`src/rtl/sha256_msg_schedule.sv`:
```
// SHA-256 message schedule: loads one 16-word block, then streams W_t for t=0..ROUNDS-1
// from a 16-word sliding window, computing W_{t+16} as each word is consumed.
module sha256_msg_schedule #(
    parameter int ROUNDS     = 64,
    parameter int LOAD_WORDS = 16
) (
    input  logic                      clock,
    input  logic                      reset,
    input  logic                      start,
    input  logic [31:0]               msg_word,
    input  logic                      msg_valid,
    output logic                      msg_ready,
    output logic [31:0]               wt,
    output logic [$clog2(ROUNDS)-1:0] wt_index,
    output logic                      wt_valid,
    input  logic                      wt_ready,
    output logic                      busy,
    output logic                      done
);

    localparam int TW  = $clog2(ROUNDS);
    localparam int LCW = $clog2(LOAD_WORDS);
    localparam logic [TW-1:0]  T_LAST  = TW'(ROUNDS - 1);
    localparam logic [LCW-1:0] LC_LAST = LCW'(LOAD_WORDS - 1);

    typedef enum logic [1:0] {
        S_IDLE,
        S_LOAD,
        S_EXPAND,
        S_DONE
    } state_t;

    state_t         r_state;
    logic [31:0]    r_window [LOAD_WORDS];
    logic [LCW-1:0] r_load_cnt;
    logic [TW-1:0]  r_t;
    logic           r_msg_ready;
    logic           r_wt_valid;
    logic           r_busy;
    logic           r_done;

    logic [31:0]    w_next_word;
    logic           w_accept;
    logic           w_xfer;

    function automatic logic [31:0] small_sigma0(input logic [31:0] x);
        return {x[6:0], x[31:7]} ^ {x[17:0], x[31:18]} ^ {3'b000, x[31:3]};
    endfunction

    function automatic logic [31:0] small_sigma1(input logic [31:0] x);
        return {x[16:0], x[31:17]} ^ {x[18:0], x[31:19]} ^ {10'b0, x[31:10]};
    endfunction

    // window[0] is W_t, so window[14], [9], [1], [0] are W_{t+14}, W_{t+9}, W_{t+1}, W_t.
    assign w_next_word = small_sigma1(r_window[14]) + r_window[9]
                       + small_sigma0(r_window[1]) + r_window[0];
    assign w_accept    = msg_valid && r_msg_ready;
    assign w_xfer      = r_wt_valid && wt_ready;

    always_ff @(posedge clock) begin
        if (reset) begin
            r_state     <= S_IDLE;
            // NOTE: the window is a register file, not RAM, so clearing it on reset is cheap
            // and makes wt read as zero after a mid-block abort.
            for (int i = 0; i < LOAD_WORDS; i++) r_window[i] <= '0;
            r_load_cnt  <= '0;
            r_t         <= '0;
            r_msg_ready <= 1'b0;
            r_wt_valid  <= 1'b0;
            r_busy      <= 1'b0;
            r_done      <= 1'b0;
        end else begin
            case (r_state)
                S_IDLE: begin
                    if (start) begin
                        r_state     <= S_LOAD;
                        r_load_cnt  <= '0;
                        r_msg_ready <= 1'b1;
                        r_busy      <= 1'b1;
                    end
                end
                S_LOAD: begin
                    if (w_accept) begin
                        r_window[r_load_cnt] <= msg_word;
                        r_load_cnt           <= r_load_cnt + 1'b1;
                        if (r_load_cnt == LC_LAST) begin
                            r_state     <= S_EXPAND;
                            r_t         <= '0;
                            r_msg_ready <= 1'b0;
                            r_wt_valid  <= 1'b1;
                        end
                    end
                end
                S_EXPAND: begin
                    if (w_xfer) begin
                        for (int i = 0; i < LOAD_WORDS - 1; i++) r_window[i] <= r_window[i+1];
                        r_window[LOAD_WORDS-1] <= w_next_word;
                        r_t                    <= r_t + 1'b1;
                        if (r_t == T_LAST) begin
                            r_state    <= S_DONE;
                            r_wt_valid <= 1'b0;
                            r_busy     <= 1'b0;
                            r_done     <= 1'b1;
                        end
                    end
                end
                S_DONE: begin
                    r_state <= S_IDLE;
                    r_done  <= 1'b0;
                end
                default: begin
                    r_state <= S_IDLE;
                end
            endcase
        end
    end

    assign msg_ready = r_msg_ready;
    assign wt        = r_window[0];
    assign wt_index  = r_t;
    assign wt_valid  = r_wt_valid;
    assign busy      = r_busy;
    assign done      = r_done;

endmodule

```
`config.mk`:
```
export PLATFORM = sky130hd
export DESIGN_NAME = sha256_msg_schedule
export DESIGN_NICKNAME = d
export VERILOG_FILES = /design/src/rtl/sha256_msg_schedule.sv
export SDC_FILE = /design/constraint.sdc
export NUM_CORES = 1
export LEC_CHECK = 0
export BUFFER_PORTS_ARGS = -buffer_cell sky130_fd_sc_hd__buf_2
export CAP_MARGIN = 20
export CORE_MARGIN = 10
export CORE_UTILIZATION = 45
export DETAILED_ROUTE_END_ITERATION = 6
export PLACE_DENSITY = 0.65
export SETUP_SLACK_MARGIN = 0.02
export SYNTH_ARGS = -nofsm -noshare
export SYNTH_HDL_FRONTEND = slang
export SYNTH_SLANG_ARGS = --single-unit
```
`constraint.sdc`:
```
create_clock -name clock -period 5.7 [get_ports clock]
set_clock_uncertainty 0.2 [all_clocks]
set_input_delay 0.285 -clock clock [delete_from_list [all_inputs] [get_ports clock]]
set_output_delay 0.285 -clock clock [all_outputs]
set_load 0.005 [all_outputs]
```
==> run_results.csv <==
group,metric,value,unit
detailed_routing,num_vias,21100,
detailed_routing,wl_met1,38.4,mm
sta,fin_crit_sh,0.833,
clock_network,clockBufferDepth,3,
critical_path,critPathLaunch,"r_window[14][28]",
finish,nFillCells,5732,
yosys,yosysMostFrequentCell,"nand2_1",
critical_path,cp_cell_sequence,"xnor2_1 > xnor2_1 > fa_1 > inv_1 > fa_1 > inv_1 > ha_1 > a21oi_1 > o21ba_2 > o22ai_1 > nor3_2 > o21ai_0 > xnor2_1 > o21ai_0",
die,pin_count,79,
critical_path,path_max_fanout,7,
yosys,syn_avg_cell_area,9.60,um^2
detailed_routing,drcViolationCount,0,
global_routing,grt_pass1_vias,19900,
place,placed_cell_area,29500,um^2
sta,setup_viol,0,
yosys,async_reset_ff_frac,0,
detailed_routing,wl_met3,6.95,mm
yosys,syn-cell-area,28800,um^2
detailed_routing,top_layer,"met4",
finish,fin_nets,3061,
yosys,synth_common_cells,"nand2_1, edfxtp_1, o21ai_0, clkbuf_1, inv_1",
critical_path,crit_top_cell,"xnor2_1",
critical_path,cp-start-kind,"register",
clock_network,clk_pin_slew,60,ps
clock_network,root_buffer,"clkbuf_16",
yosys,synth-edff-count,512,
sta,fmax,211,MHz
clock_network,cts_made_buffers,56,
sta,finalSetupTns,0,ps
yosys,synth_area_leaders,"edfxtp_1, nand2_1, o21ai_0",
yosys,synth_seq_cells,528,
clock_network,cts_tree,"yes",
die,core-area,63200,um^2
job,maxCapViolations,0,
critical_path,worstSetupEndpointType,"register",
critical_path,slowest_delay,620,ps
yosys,ys_seq_area_frac,0.546,
sta,rsz0062_at_grt,"false",
min_path,holdCritPathClass,"in -> reg",
clock_network,clk_latency,630,ps
finish,syn_to_final_growth,9.05,%
power_and_ir_drop,power.total,0.0141,W
power_and_ir_drop,vdd_drop_max,0.000330,V
clock_network,cts.sinks,528,
detailed_routing,wire_per_inst,24.2,um
clock_network,htree_levels,2,
finish,fin_area,31400,um^2
place,dp_hpwl,63.2,mm
yosys,synth_cells,2997,
global_routing,grt_first_pass_wirelength,136,mm
global_routing,grt.overflow.total,0,
critical_path,criticalPathCategory,"reg -> reg",
sta,final_max_slew_viol_count,0,
yosys,synth_cell_types,57,
yosys,syn_nets,3136,
die,rows,92,
critical_path,critPathRequiredTime,5850,ps
yosys,yosysTopAreaCellShare,0.534,
yosys,yosys.area.top_type,"edfxtp_1",
global_routing,grt_antenna_before_repair,1,
die,die_h,273,um
finish,drive_above_1_share,0.0711,
detailed_routing,wl,92.5,mm
yosys,synthFlopType,"edfxtp_1",
place,numPortBuffers,78,
min_path,worstHoldStart,"msg_word[30]",
die,start_util,0.455,
sta,tightest_slew,1040,ps
die,die_w,273,um
detailed_routing,drt_iter0_drc,2318,
die,die_area,74400,um^2
power_and_ir_drop,p_leak,11.5,nW
critical_path,slowest_stage,"nor3_2",
finish,multi_input_area,11500,um^2
yosys,yosysWarnings,0,
sta,layout_min_cycle_time,4750,ps
sta,final_hold_viol_count,0,
detailed_routing,viasPerCell,5.54,
status,outcome,"finished, final reports clean",
detailed_routing,routed-wl-met2,43.9,mm
detailed_routing,antenna_left,0,
finish,regArea,15700,um^2
sta,relSlewSlack,0.303,
critical_path,r2r_start,"r_window[14][28]",
global_routing,grt_max_degree,214,
global_routing,grt_use_total,0.246,
detailed_routing,first_pass_iters,5,
critical_path,worstPathArrival,4900,ps
place,gp_congestion,0.957,
power_and_ir_drop,power.density,451,nW/um^2
==> power by group <==
group / leakage [nW] / switching, W / internal, W / total, W
clock network: 0.839 / 0.00157 / 0.00195 / 0.00351
logic: 5.29 / 0.00351 / 0.00201 / 0.00552
registers: 5.40 / 0.000290 / 0.00482 / 0.00511
total: 11.5 / 0.00537 / 0.00878 / 0.0141
==> kinds of logic (layout without fill, tap and decap cells) <==
kind of cell	after synthesis	after routing	share of synthesized area
simple gates	1282	1282	0.194
compound gates	533	533	0.0993
flops	528	528	0.546
buf+inv	403	374	0.0553
xor+xnor	146	146	0.0444
fa+ha+maj	102	102	0.0605
mux	3	3	0.00104
other cells	0	1	0
==> metal layers <==
layer,global-route usage,up-vias
met5,0,-
met4,0.0848,0
met3,0.0348,142
met2,0.402,926
met1,0.331,10200
li1,-,9830
==> critical path, delay by kind of cell, from the launching register on <==
| kind | cells | cell delay (ps) |
|---|---|---|
| flops | 1 | 570 |
| xor+xnor | 3 | 690 |
| buf+inv | 2 | 180 |
| fa+ha+maj | 3 | 1250 |
| compound gates | 5 | 970 |
| simple gates | 1 | 620 |
==> final cells by class <==
| cell class | instances | share of cell area |
|---|---|---|
| sequential | 528 | 0.500 |
| multi-input combinational | 2066 | 0.367 |
| clock buffer | 72 | 0.0466 |
| tap | 846 | 0.0337 |
| timing repair buffer | 120 | 0.0264 |
| inverter | 150 | 0.0179 |
| clock inverter | 32 | 0.00833 |
| antenna | 1 | 0.0000798 |
==> worst paths after layout <==
| path | end | slack, ps | cells past startpoint |
|---|---|---|---|
| setup reg to reg | r_window[15][22] | 950 | 14 |
| setup / recovery | r_window[15][22] | 950 | 14 |
| hold / removal | r_window[7][30] | 60 | 3 |
| hold reg to reg | wt_index[1] | 310 | 2 |
==> repair_timing <==
item                      4_1_cts  5_1_grt
hold buffers                    6        0
hold endpoints to repair       16        0
gates resized for setup         0        0
buffers inserted                0        0
==> sequential cells by signal, summed over array words and instances, names as in the netlist <==
name	cells
busy	1
r_load_cnt	4
r_window	512
r_state	2
wt_index	6
wt_valid	1
done	1
msg_ready	1
==> through the flow <==
stage                     hold WS [ps]  cells  setup WS, ps  utilization
after floorplan                    266   2997          1590            -
after global placement             267   3700          1100        0.467
after detailed placement           267   3702          1000        0.467
after CTS                         27.0   3812           989        0.496
after global routing              53.8   3814           789        0.496
final                             62.3   3815           950        0.496
==> placed cells by master (no fill, tap or decap), types with 12 or more instances in the layout <==
cell and n:
nand2_1 932, edfxtp_1 512, o21ai_0 408, inv_1 150, nand2b_1 133, xnor2_1 119, nand3_1 83, buf_2 77
fa_1 62, clkbuf_16 56, a21oi_1 44, ha_1 40, nand3b_1 32, buf_4 31, nor2_1 29, xor2_1 27
a21o_1 21, o21ai_1 19, dfxtp_1 16, clkbuf_1 16, clkinv_1 15, and3_1 12, and3_2 12, nand4_1 12
Note: power is estimated with default switching activity, not from simulation.
